[config.mk]
export PLATFORM = sky130hd
export DESIGN_NAME = maj_vote_monitor
export DESIGN_NICKNAME = d
export VERILOG_FILES = /design/src/rtl/maj_vote_monitor.sv
export SDC_FILE = /design/constraint.sdc
export NUM_CORES = 1
export LEC_CHECK = 0
export CORE_MARGIN = 5
export CORE_UTILIZATION = 42
export DETAILED_ROUTE_END_ITERATION = 7
export PLACE_DENSITY = 0.67
export SLEW_MARGIN = 20
export SYNTH_ARGS = -nofsm -noshare
export SYNTH_HDL_FRONTEND = slang
export SYNTH_SLANG_ARGS = --single-unit
[constraint.sdc]
create_clock -name clk -period 2 [get_ports clk]
set_clock_uncertainty 0.1 [all_clocks]
set_input_delay 0.2 -clock clk [delete_from_list [all_inputs] [get_ports clk]]
set_output_delay 0.2 -clock clk [all_outputs]
set_load 0.02 [all_outputs]
[src/rtl/maj_vote_monitor.sv]
// Majority-voter health monitor: per-channel OK/SUSPECT/FAILED tracking, voter cross-check and disagreement count.
// Latency 1 cycle, outputs registered, no backpressure (en gates sampling); `define MAJ_MON_RECOVER_EN adds FAILED->OK recovery.
module maj_vote_monitor #(
  parameter int unsigned FAIL_THRESH = 4,
  parameter int unsigned CNT_W       = 8,
  parameter int unsigned TOT_W       = 16,
  parameter int unsigned RECOVER_CNT = 8
) (
  input  logic             clk,
  input  logic             rst,
  input  logic             en,
  input  logic             x2,
  input  logic             x1,
  input  logic             x0,
  input  logic             y,
  input  logic             clr_fail,
  output logic [2:0]       suspect,
  output logic [2:0]       fail,
  output logic             all_agree,
  output logic             voter_err,
  output logic [TOT_W-1:0] tot_mism
);

  typedef enum logic [1:0] {
    ST_OK      = 2'd0,
    ST_SUSPECT = 2'd1,
    ST_FAILED  = 2'd2
  } state_e;

  localparam logic [CNT_W-1:0] CNT_ONE = CNT_W'(1);
  localparam logic [CNT_W-1:0] THRESH  = CNT_W'(FAIL_THRESH);

  state_e           st_q  [3];
  state_e           st_d  [3];
  logic [CNT_W-1:0] cnt_q [3];
  logic [CNT_W-1:0] cnt_d [3];
`ifdef MAJ_MON_RECOVER_EN
  localparam logic [CNT_W-1:0] RCV_TGT = CNT_W'(RECOVER_CNT);
  logic [CNT_W-1:0] rcv_q [3];
  logic [CNT_W-1:0] rcv_d [3];
`endif
  logic             all_agree_q, all_agree_d;
  logic             voter_err_q, voter_err_d;
  logic [TOT_W-1:0] tot_q, tot_d;

  logic [2:0] x_vec;
  logic       agree_now;
  logic       maj_now;

  assign x_vec     = {x2, x1, x0};
  assign agree_now = (x2 == x1) && (x1 == x0);
  assign maj_now   = (x2 & x1) | (x2 & x0) | (x1 & x0);

  always_comb begin
    st_d        = st_q;
    cnt_d       = cnt_q;
`ifdef MAJ_MON_RECOVER_EN
    rcv_d       = rcv_q;
`endif
    all_agree_d = all_agree_q;
    voter_err_d = voter_err_q;
    tot_d       = tot_q;
    if (clr_fail) begin
      for (int k = 0; k < 3; k++) begin
        st_d[k]  = ST_OK;
        cnt_d[k] = '0;
`ifdef MAJ_MON_RECOVER_EN
        rcv_d[k] = '0;
`endif
      end
      all_agree_d = 1'b1;
      voter_err_d = 1'b0;
      tot_d       = '0;
    end else if (en) begin
      for (int k = 0; k < 3; k++) begin
        case (st_q[k])
          ST_OK: begin
            cnt_d[k] = x_vec[k] != y ? CNT_ONE : '0;
            if (x_vec[k] != y) st_d[k] = (FAIL_THRESH == 1) ? ST_FAILED : ST_SUSPECT;
          end
          ST_SUSPECT: begin
            if (x_vec[k] != y) begin
              cnt_d[k] = cnt_q[k] + CNT_ONE;
              if (cnt_q[k] + CNT_ONE == THRESH) st_d[k] = ST_FAILED;
            end else begin
              st_d[k]  = ST_OK;
              cnt_d[k] = '0;
            end
          end
          ST_FAILED: begin
`ifdef MAJ_MON_RECOVER_EN
            // Only an unbroken run of matches brings a failed channel back.
            if (x_vec[k] != y) begin
              rcv_d[k] = '0;
            end else if (rcv_q[k] + CNT_ONE == RCV_TGT) begin
              st_d[k]  = ST_OK;
              cnt_d[k] = '0;
              rcv_d[k] = '0;
            end else begin
              rcv_d[k] = rcv_q[k] + CNT_ONE;
            end
`endif
          end
          default: begin
            st_d[k]  = ST_OK;
            cnt_d[k] = '0;
          end
        endcase
      end
      all_agree_d = agree_now;
      if (y != maj_now) voter_err_d = 1'b1;
      if (!agree_now && tot_q != '1) tot_d = tot_q + TOT_W'(1);
    end
  end

  always_ff @(posedge clk) begin
    if (rst) begin
      for (int k = 0; k < 3; k++) begin
        st_q[k]  <= ST_OK;
        cnt_q[k] <= '0;
`ifdef MAJ_MON_RECOVER_EN
        rcv_q[k] <= '0;
`endif
      end
      all_agree_q <= 1'b1;
      voter_err_q <= 1'b0;
      tot_q       <= '0;
    end else begin
      st_q        <= st_d;
      cnt_q       <= cnt_d;
`ifdef MAJ_MON_RECOVER_EN
      rcv_q       <= rcv_d;
`endif
      all_agree_q <= all_agree_d;
      voter_err_q <= voter_err_d;
      tot_q       <= tot_d;
    end
  end

  always_comb begin
    for (int k = 0; k < 3; k++) begin
      suspect[k] = (st_q[k] == ST_SUSPECT);
      fail[k]    = (st_q[k] == ST_FAILED);
    end
  end

  assign all_agree = all_agree_q;
  assign voter_err = voter_err_q;
  assign tot_mism  = tot_q;

endmodule

### Word level (Yosys, flattened, before mapping)

Index checks and enable logic that the tools add are counted.

| storage, ports and cells | value |
|---|---|
| bits in registers | 48 |
| latch bits | 0 |
| RAM bits | 0 |
| ROM bits | 0 |
| input port bits | 8 |
| output and inout port bits | 24 |
| word-level logic and storage cells | 79 |
| memories | 0 |

| operators by class | value |
|---|---|
| $add $sub $neg | 4 |
| multipliers | 0 |
| divide/modulo/power cells | 0 |
| $lt $le $gt $ge | 0 |
| equal/unequal tests | 22 |
| shift-type cells | 0 |
| muxes and demuxes | 21 |
| bitwise operators | 8 |
| reduce and logical (&&, ||, !) cells | 15 |

Operators by type and width:

| operator | number |
|---|---|
| $pmux 8 s3 | 3 |
| $add 8x1->8 const B | 3 |
| $eq 8x3->1 const B | 3 |
| $mux 8 | 3 |
| $mux 2 | 9 |
| $pmux 2 s3 | 3 |
| $add 16x1->16 const B | 1 |
| $ne 16x16->1 const B | 1 |
| $reduce_and 4->1 | 3 |
| $reduce_and 2->1 | 5 |
| $ne 3x2->1 const B | 3 |
| $eq 2x1->1 const B | 3 |
| $eq 2x2->1 const B | 3 |
| $logic_not 2->1 | 3 |
| $ne 2x2->1 const B | 3 |
| $ne 1x1->1 | 4 |
| $and 1x1->1 | 3 |
| $mux 1 | 3 |
| $not 1->1 | 3 |
| $eq 1x1->1 | 2 |
| $logic_and 1x1->1 | 2 |
| $or 1x1->1 | 2 |
| $reduce_or 2->1 | 1 |
| $logic_not 1->1 | 1 |

### Logic depth before layout (Yosys ltp)

Gate-level depths: netlist of the first run.

| depth | value |
|---|---|
| word-level depth | 5 |
| gate-level depth with buffers | 7 |
| depth with buffers taken out | 7 |

### Least setup slack after synthesis of the first run

Ideal clock, no wire load.

| path | value |
|---|---|
| path type | reg-to-reg |
| from | reg tot_q[0] (netlist: tot_mism[0]) |
| to | reg tot_q[2] (netlist: tot_mism[2]) |
| setup time | 0.116 ns |
| arrival time | 1.643 ns |
| data required time | 1.784 ns |
| path slack | 0.141 ns |
| stages on the path, launching flop included | 6 |
| buffers on the path | 0 |
| period minus slack after synthesis | 1.859 ns |
| cells stage by stage | dfxtp_1 ha_1 nand2_1 nor2_1 a21oi_1 a31o_1 |

| on the way | value |
|---|---|
| longest elaborated chain between the ends | 3 |
| elaborated cells between the ends (all ways) | 4 |
| classes of those cells | add/sub: 1; eq/ne: 1; reduce/logical: 2 |

RTL lines:

| what | line | RTL |
|---|---|---|
| start: declaration | 44 | `logic [TOT_W-1:0] tot_q, tot_d;` |
| start signal: assignment | 136 | `tot_q <= tot_d;` |
| parallel branches: the longest is 3 deep, another holds $add 16x1->16 | n/a |  |

Several ways; the timed one is not identified.
A chain may end at the register's enable or synchronous reset.

### Worst setup path in the final report of the first run

| path | value |
|---|---|
| from | in x1 |
| to | reg tot_q[15] (netlist: tot_mism[15]) |

| on the way | value |
|---|---|
| longest elaborated chain between the ends | 5 |
| elaborated cells between the ends (all ways) | 6 |
| classes of those cells | eq/ne: 2; reduce/logical: 4 |

RTL lines:

| what | line | RTL |
|---|---|---|
| start: declaration | 13 | `input logic x1,` |
| $eq 1x1->1 | 51 | `assign agree_now = (x2 == x1) && (x1 == x0);` |
| $logic_and 1x1->1 (*) | 51 |  |
| $logic_not 1->1 (*) | 112 | `if (!agree_now && tot_q != '1) tot_d = tot_q + TOT_W'(1);` |
| $logic_and 1x1->1 (*) | 112 |  |
| $reduce_and 2->1 (no source line) (*) | n/a |  |

Every way passes the cells marked *; elsewhere a longest branch is shown, timed or not.

==> results.txt, run 1 <==
The width of the die came out at 90.37 µm. Buffers inserted during clock tree synthesis total 5. On the worst path, the slowest cell contributes a delay of 450 ps.

The critical path is of the in2reg type. The portion of the clock cycle consumed by the worst path in the final layout is 95.34%. The leftover overflow at the end of global routing came out at 0. The share of the Yosys chip area taken by registers is approximately 35%. The total power density per cell area is 529.8 mW/mm².

After detailed routing, the number of remaining DRC violations is 0. The vertical extent of the die came out at about 90 µm. Clock tree synthesis selected as its root buffer the cell sky130_fd_sc_hd__clkbuf_8. Leaving out fill and tap cells, the most frequent cell in the layout is sky130_fd_sc_hd__dfxtp_1. Setup repair after global routing left no endpoint under its margin. Of the cells placed in the final design, the portion with a size suffix greater than 1 is 11.34%. The cell count after synthesis came out at between 300 and 400. The post-DP HPWL is 4539 µm.

The slew at the pin with the worst max-slew slack came out at 370.8 ps. Along the worst path, the maximum fanout reaches 3. The combined global-route utilization of all metal layers is 15.11%.

The clock tree synthesis step divided the H-tree into 2 levels. The clock-pin slew reported for the worst setup and hold paths after clock tree synthesis came out at ~100 ps. In this run the register-to-register setup slack is 130 ps. The area enclosed by the die boundary came out at ~0.008 mm². The final layout contains routed wiring with a total length of approximately 6300 µm. The number of buffers inserted for hold repair after clock tree synthesis came out at 0. The number of routed nets with antenna violations came out at 0. The average via count per standard cell is 5.523. On the final layout, the worst hold slack is between 300 and 400 ps.

In this run, synthesis inferred 0 flip-flops with an integrated enable. The via count of the first global-routing pass came out at around 2400. The area of the mapped netlist came out at 0.002713 mm². The share of synthesized registers carrying an async set or reset is 0%.

On the critical path, the stage with the largest delay is an instance of sky130_fd_sc_hd__clkdlybuf4s50_1. The count of state elements after synthesis is 48. The number of pins exceeding their max-slew limit in the final report came out at 0. The worst voltage drop across the vdd grid is between 200 and 300 µV. The cell leakage power came out at 1.251 nW. The required time of the worst setup path came out at 2110 ps.

32 I/O pins were placed. The later pin in the worst-skew pair is clocked with a latency of 310 ps. The kind of capture point of the worst setup path is a register. Yosys mapped the design onto 50 distinct sky130hd cell types. Max-cap violations in this run came to 0. The core footprint came out at 0.006314 mm². 0 antenna diodes ended up in the layout.

In this run the worst hold path is classified as reg2reg. The smallest clock period supported by the final layout is computed as approximately 1900 ps. The relative max-transition margin came out at 75.24%. The utilization after layout came out at between 50% and 60%. STA classifies the critical path startpoint as a primary input.

The critical path goes through clkdlybuf4s50_1 -> ha_1 -> o21ai_1 -> or3_1 -> a2111o_1 -> xor2_1 -> nor2_1. For this configuration, the core starts out at a cell density of between 40% and 50%. The pin count of the biggest net entering global routing came out at 43. The average instance area after synthesis is 7.932 µm². Across all layers, the routed design uses between 2000 and 3000 vias. The final count of hold timing violations is 0. The row count came out at 29.

The flow ran to the end, and the final reports show no timing, DRC or antenna violations. The count of routing violations after the opening detailed-route iteration is 144. The final setup violation count is 0. The signal arrival time at the worst endpoint is 2020 ps. The TritonCTS clock tree is built. The number of antenna violations at the first check in global routing is 0. Summed over all failing endpoints, the final setup total negative slack is 0 ps. The most common flop cell mapped by yosys is sky130_fd_sc_hd__dfxtp_1.

The top cell types in the final layout, fill and taps aside, are sky130_fd_sc_hd__dfxtp_1, sky130_fd_sc_hd__nor2_1, sky130_fd_sc_hd__clkdlybuf4s50_1. The buffer count from post-CTS setup fixing is 0. The post-synthesis to final-layout area growth came out at 25.42%. For this run, the top clock speed supported by timing is about 520 MHz. The buffer levels on the longest clock path came out at 2. After detailed routing, the average wire length per cell comes to 13.28 µm.

The net count after synthesis is 357. The total number of yosys warnings came out at 0. The count of nets after finishing is between 400 and 500. Routability-driven placement finished with a final weighted congestion of 0.8155.

The sink count of the clock tree came out at 48. The first-pass GRT wire length is 10610 µm. The number of iterations in the first detailed-routing pass is 5.

The count of input and output buffers came out at 31. The number of gates resized after CTS was 0.
-- path summary, 6_finish.rpt --
check	endpoint	cells past startpoint	start
hold / removal	cnt_q[9]$_SDFFE_PP0P_	2	cnt_q[9]$_SDFFE_PP0P_
setup / recovery	tot_mism[15]$_SDFFE_PP0P_	7	x1
setup reg to reg	st_q[4]$_SDFFE_PP0P_	5	cnt_q[18]$_SDFFE_PP0P_
hold reg to reg	cnt_q[9]$_SDFFE_PP0P_	2	cnt_q[9]$_SDFFE_PP0P_
-- flip-flops by register name, indices dropped and copies added (netlist names) --
signal / count
tot_mism: 16
all_agree: 1
voter_err: 1
cnt_q: 24
st_q: 6
-- power by group --
part	internal (mW)	total, mW	switching, mW
registers	0.964	0.975	0.0110
clock network	0.251	0.617	0.366
logic	0.0973	0.210	0.113
-- logic make-up after synthesis --
kind of cell    Yosys count  share of synthesized area [%]
fa+ha+maj                 7                          3.229
simple gates            160                          29.98
buf+inv                  22                          3.643
flops                    48                          35.42
xor+xnor                 21                          7.473
mux                       2                         0.7380
compound gates           82                          19.51
-- per-layer routing --
layer	wire [µm]	vias to the layer above	GRT usage, %	share of wire (%)
li1	-	1347	-	-
met3	257	11	3.417	4.1
met5	0	-	0	0
met4	97	0	5.583	1.5
met1	2985	1207	19.68	47
met2	2956	53	24.33	47
-- per-stage QoR --
step / worst slack (ps) / instance area (µm²) / power (mW) / std cells
2_1_floorplan: 141.1 / 2713 / 1.113 / 342
3_3_place_gp: -193.0 / 3297 / 1.205 / 466
3_5_place_dp: -257.6 / 3297 / 1.208 / 466
4_1_cts: 5.183 / 3388 / 1.826 / 474
5_1_grt: 2.444 / 3402 / 1.878 / 474
6_report: 93.23 / 3402 / 1.802 / 474
-- Yosys cell counts, types with 2 or more instances --
cell type	n	area, µm²
sky130_fd_sc_hd__nand3_1	21	105.1
sky130_fd_sc_hd__o21ai_0	25	125.1
sky130_fd_sc_hd__nand2_1	29	108.9
sky130_fd_sc_hd__a21oi_1	25	125.1
sky130_fd_sc_hd__a2111o_1	2	22.52
sky130_fd_sc_hd__a31oi_1	2	12.51
sky130_fd_sc_hd__nand2b_1	5	31.28
sky130_fd_sc_hd__nor4_1	2	12.51
sky130_fd_sc_hd__or2_2	2	12.51
sky130_fd_sc_hd__o211a_1	3	30.03
sky130_fd_sc_hd__a211oi_1	7	52.55
sky130_fd_sc_hd__inv_1	9	33.78
sky130_fd_sc_hd__dfxtp_1	48	960.9
sky130_fd_sc_hd__or3_1	9	56.30
sky130_fd_sc_hd__xnor2_1	12	105.1
sky130_fd_sc_hd__a311oi_1	5	43.79
sky130_fd_sc_hd__buf_4	2	15.01
sky130_fd_sc_hd__clkbuf_1	8	30.03
sky130_fd_sc_hd__mux2i_1	2	20.02
sky130_fd_sc_hd__and3_1	9	56.30
sky130_fd_sc_hd__ha_1	7	87.58
sky130_fd_sc_hd__nor3_1	9	45.04
sky130_fd_sc_hd__nor2_1	41	153.9
sky130_fd_sc_hd__xor2_1	8	70.07
sky130_fd_sc_hd__or4_1	3	22.52
sky130_fd_sc_hd__nand4_1	12	75.07
sky130_fd_sc_hd__or3b_1	2	17.52
sky130_fd_sc_hd__and2_1	4	25.02
sky130_fd_sc_hd__nor2b_1	5	31.28
sky130_fd_sc_hd__a211o_1	4	35.03
-- worst max-delay path: cells and delay by family --
kind / cells / cell delay (ps)
and+or+nand+nor: 2 / 480
buffers and inverters: 1 / 450
AOI/OAI and AO/OA: 2 / 450
adders and majority gates: 1 / 300
xor gates and xnor gates: 1 / 140
-- cell type report --
class	instances	area (µm²)
Inverter	9	33.78
Tap cell	77	96.34
Timing Repair Buffer	60	555.5
Fill cell	627	2912
Sequential cell	48	960.9
Clock inverter	3	22.52
Multi-Input combinational cell	272	1664
Clock buffer	5	68.82
(Power assumes the default switching activity.)
==> inputs of run 2 (changes only) <==
--- a/config.mk
+++ b/config.mk
@@ -5,10 +5,13 @@
 export SDC_FILE = /design/constraint.sdc
 export NUM_CORES = 1
 export LEC_CHECK = 0
+export CELL_PAD_IN_SITES_DETAIL_PLACEMENT = 0
+export CELL_PAD_IN_SITES_GLOBAL_PLACEMENT = 1
 export CORE_MARGIN = 5
-export CORE_UTILIZATION = 42
+export CORE_UTILIZATION = 41
 export DETAILED_ROUTE_END_ITERATION = 7
-export PLACE_DENSITY = 0.67
+export PLACE_DENSITY = 0.83
+export SKIP_CTS_REPAIR_TIMING = 1
 export SLEW_MARGIN = 20
 export SYNTH_ARGS = -nofsm -noshare
 export SYNTH_HDL_FRONTEND = slang
==> results.txt, run 2 (synthesized netlist as in run 1, its figures left out) <==
The flow ran to the end, and the final reports show no timing, DRC or antenna violations. The count of vias placed by the detailed router came out at 2581 (-1.4%). The final period demand of the worst path is 1924 ps (+17.13 ps).

The vertical extent of the die came out at 91.34 µm (+1.1%). In this run the critical register-to-register path is captured at st_q[4]$_SDFFE_PP0P_. The clock power share is 34.1% (about the same). The slew at the pin with the worst max-slew slack came out at 380.1 ps (+9.272 ps). Clock tree synthesis selected as its root buffer the cell sky130_fd_sc_hd__clkbuf_8.

The total internal power came out at 1.339 mW (+2.0%). The setup slack after placement came out at -249.0 ps (+8.678 ps). The combined global-route utilization of all metal layers came out at 15.50% (+0.39 points). The flip-flop count of the largest register, all copies and words added is 24 (unchanged). The first-pass GRT wire length is 10870 µm (+2.5%).

The cell leakage power came to 1.261 nW (+0.79%). The sequential share of power is 54.2% (about the same). Leaving out fill and tap cells, the most frequent cell in the layout is sky130_fd_sc_hd__dfxtp_1.

The post-DP HPWL is 4758 µm (+4.8%). The worst setup path is of the reg2out kind. The final setup violation count is 0 (unchanged). The maximum clock frequency came to 519.8 MHz (-0.89%). The top register by number of flip-flops is cnt_q. The total power density per cell area came out at 525.5 mW/mm² (-0.81%). The starting utilization of the core area is 42.48% (-0.49 points). The clock-pin slew reported for the worst setup and hold paths after clock tree synthesis was 90 ps (about the same).

The instance area after placement came out at 0.003314 mm² (+0.53%). The pin count of the biggest net entering global routing came out at 43 (unchanged). The portion of the clock cycle consumed by the worst path in the final layout is 96.19% (+0.86 points). The number of pins exceeding their max-slew limit in the final report came out at 0 (unchanged). The area enclosed by the die boundary is 0.008343 mm² (+2.2%). The worst voltage drop across the vdd grid came out at 290.8 µV (-2.9%). The post-synthesis to final-layout area growth came out at 26.34%. TritonCTS built the clock tree.

The post-route cell area was 0.003427 mm² (+0.74%). The width of the die came out at 91.34 µm (+1.1%). The share of layout cells above drive strength 1 is 12.47% (+1.1 points).

The core footprint is 0.006386 mm² (+1.1%). The number of iterations in the first detailed-routing pass came out at 4 (-1). The source of the worst hold timing path is cnt_q[9]$_SDFFE_PP0P_. The final count of hold timing violations came out at 0 (unchanged).

The clock buffer count from CTS came out at 5 (unchanged). The library cells used most frequently in the layout, excluding fill and tap cells, are sky130_fd_sc_hd__dfxtp_1, sky130_fd_sc_hd__nor2_1, sky130_fd_sc_hd__buf_4. The detailed-route DRC error count is 0 (unchanged). The cell count of the worst hold path is 2 (unchanged). The average via count per standard cell is 5.400 (-2.2%). The path with the worst hold slack has its endpoint at cnt_q[9]$_SDFFE_PP0P_.

STA classifies the critical path endpoint as a primary output. The number of violations of the max-capacitance limit came out at 0 (unchanged). The total routed wirelength is 6388 µm (+1.5%). The maximum single-stage delay on the critical path came to 630 ps (+180 ps). The count of antenna diodes in the layout is 0 (unchanged). The number of routed nets with antenna violations was 0 (unchanged). Walking the worst path, the cells encountered are nor2b_2 -> clkdlybuf4s50_1. The average wire per cell in the routed design was 13.36 µm (+0.61%). The buffer levels on the longest clock path came to 2 (unchanged). The count of input and output buffers came out at 31 (unchanged).

The worst min-delay path class is reg2reg. The minimum setup slack in the final design came out at 76.10 ps (-17.13 ps). The relative max-transition margin is 74.63% (-0.62 points). The switching power total is 0.4619 mW (-5.6%). Setup repair after global routing could not meet its margin everywhere. The number of top-level pins is 32 (unchanged). The count of routing violations after the opening detailed-route iteration is 134 (-6.9%). The relative contribution of combinational cells to total power came out at 11.8% (about the same). The required time of the worst setup path came to 1700 ps (-410 ps). The switching power as a share of total power came to 25.65% (-1.5 points). The via count of the first global-routing pass came out at 2380 (-2.1%). In this run the critical register-to-register path is launched from cnt_q[17]$_SDFFE_PP0P_.

The sink count of the clock tree is 48 (unchanged). The reg-to-reg setup timing slack is 90 ps (-40 ps). The clock latency at the later pin of the worst-skew pair is 300 ps (about the same). The slowest stage of the critical path is the sky130_fd_sc_hd__clkdlybuf4s50_1 cell. The number of cells on the worst reg-to-reg path came out at 6 (+1). The signal arrival time at the worst endpoint came to 1620 ps (-400 ps). The number of H-tree levels came to 2 (unchanged).

The row count came out at 29 (unchanged). The count of nets after finishing was 415 (+0.97%). The number of antenna violations at the first check in global routing came out at 0 (unchanged). Broken down by cell family, the worst path's largest delay share belongs to buffers and inverters.

The number of buffers and inverters on the critical path is 1 (unchanged). The highest fanout seen on the critical path came out at 7 (+4). The leftover overflow at the end of global routing is 0 (unchanged). The routability congestion estimate from global placement was 0.8047 (-1.3%). The worst setup path is launched from a register.
[run 2: layer usage]
layer / vias to the layer above / global-route usage (%) / share of wire, %
met2: 28 / 25.60 / 48
met3: 7 / 3.223 / 2.5
met4: 0 / 4.768 / 1.3
met1: 1192 / 20.26 / 49
met5: - / 0 / 0
li1: 1354 / - / -
[run 2: worst min-delay path, stage by stage (launching register included)]
cell	delay, ps
sky130_fd_sc_hd__dfxtp_1	340
sky130_fd_sc_hd__nand2_1	60
sky130_fd_sc_hd__a21oi_1	50
[run 2: worst max path at each step]
stage	start	endpoint	slack, ps	cells after the start
global placement	x1	tot_mism[15]$_SDFFE_PP0P_	-190	7
global route	cnt_q[17]$_SDFFE_PP0P_	st_q[4]$_SDFFE_PP0P_	-50	6
finish	st_q[4]$_SDFFE_PP0P_	suspect[0]	80	2
CTS	st_q[4]$_SDFFE_PP0P_	suspect[0]	2	2
detailed placement	x1	tot_mism[13]$_SDFFE_PP0P_	-250	7
floorplan	tot_mism[0]$_SDFFE_PP0P_	tot_mism[2]$_SDFFE_PP0P_	140	5
[run 2: through the flow]
stage	std cells	setup TNS (ps)	utilization [%]	power, mW	hold slack [ps]
finish	478	0	53.66	1.801	394.6
global route	478	-45.19	53.66	1.903	420.5
CTS	478	0	53.35	1.832	397.2
detailed placement	470	-1786	51.90	1.210	384.4
global placement	470	-991.9	51.90	1.206	368.3
floorplan	342	0	-	1.113	262.9
[run 2: final cells by class]
cell class	instances	area, µm²
clock buffer	6	82.58
clock inverter	2	10.01
inverter	9	33.78
sequential	48	960.9
fill	631	2959
tap	77	96.34
timing repair buffer	64	576.8
multi-input combinational	272	1667
[run 2: power by group through the flow]
stage	logic (mW)	clock network (mW)	registers (mW)
global placement	0.208	0	0.998
detailed placement	0.212	0	0.998
finish	0.212	0.613	0.975
CTS	0.212	0.644	0.976
floorplan	0.113	0	0.999
global route	0.232	0.693	0.978
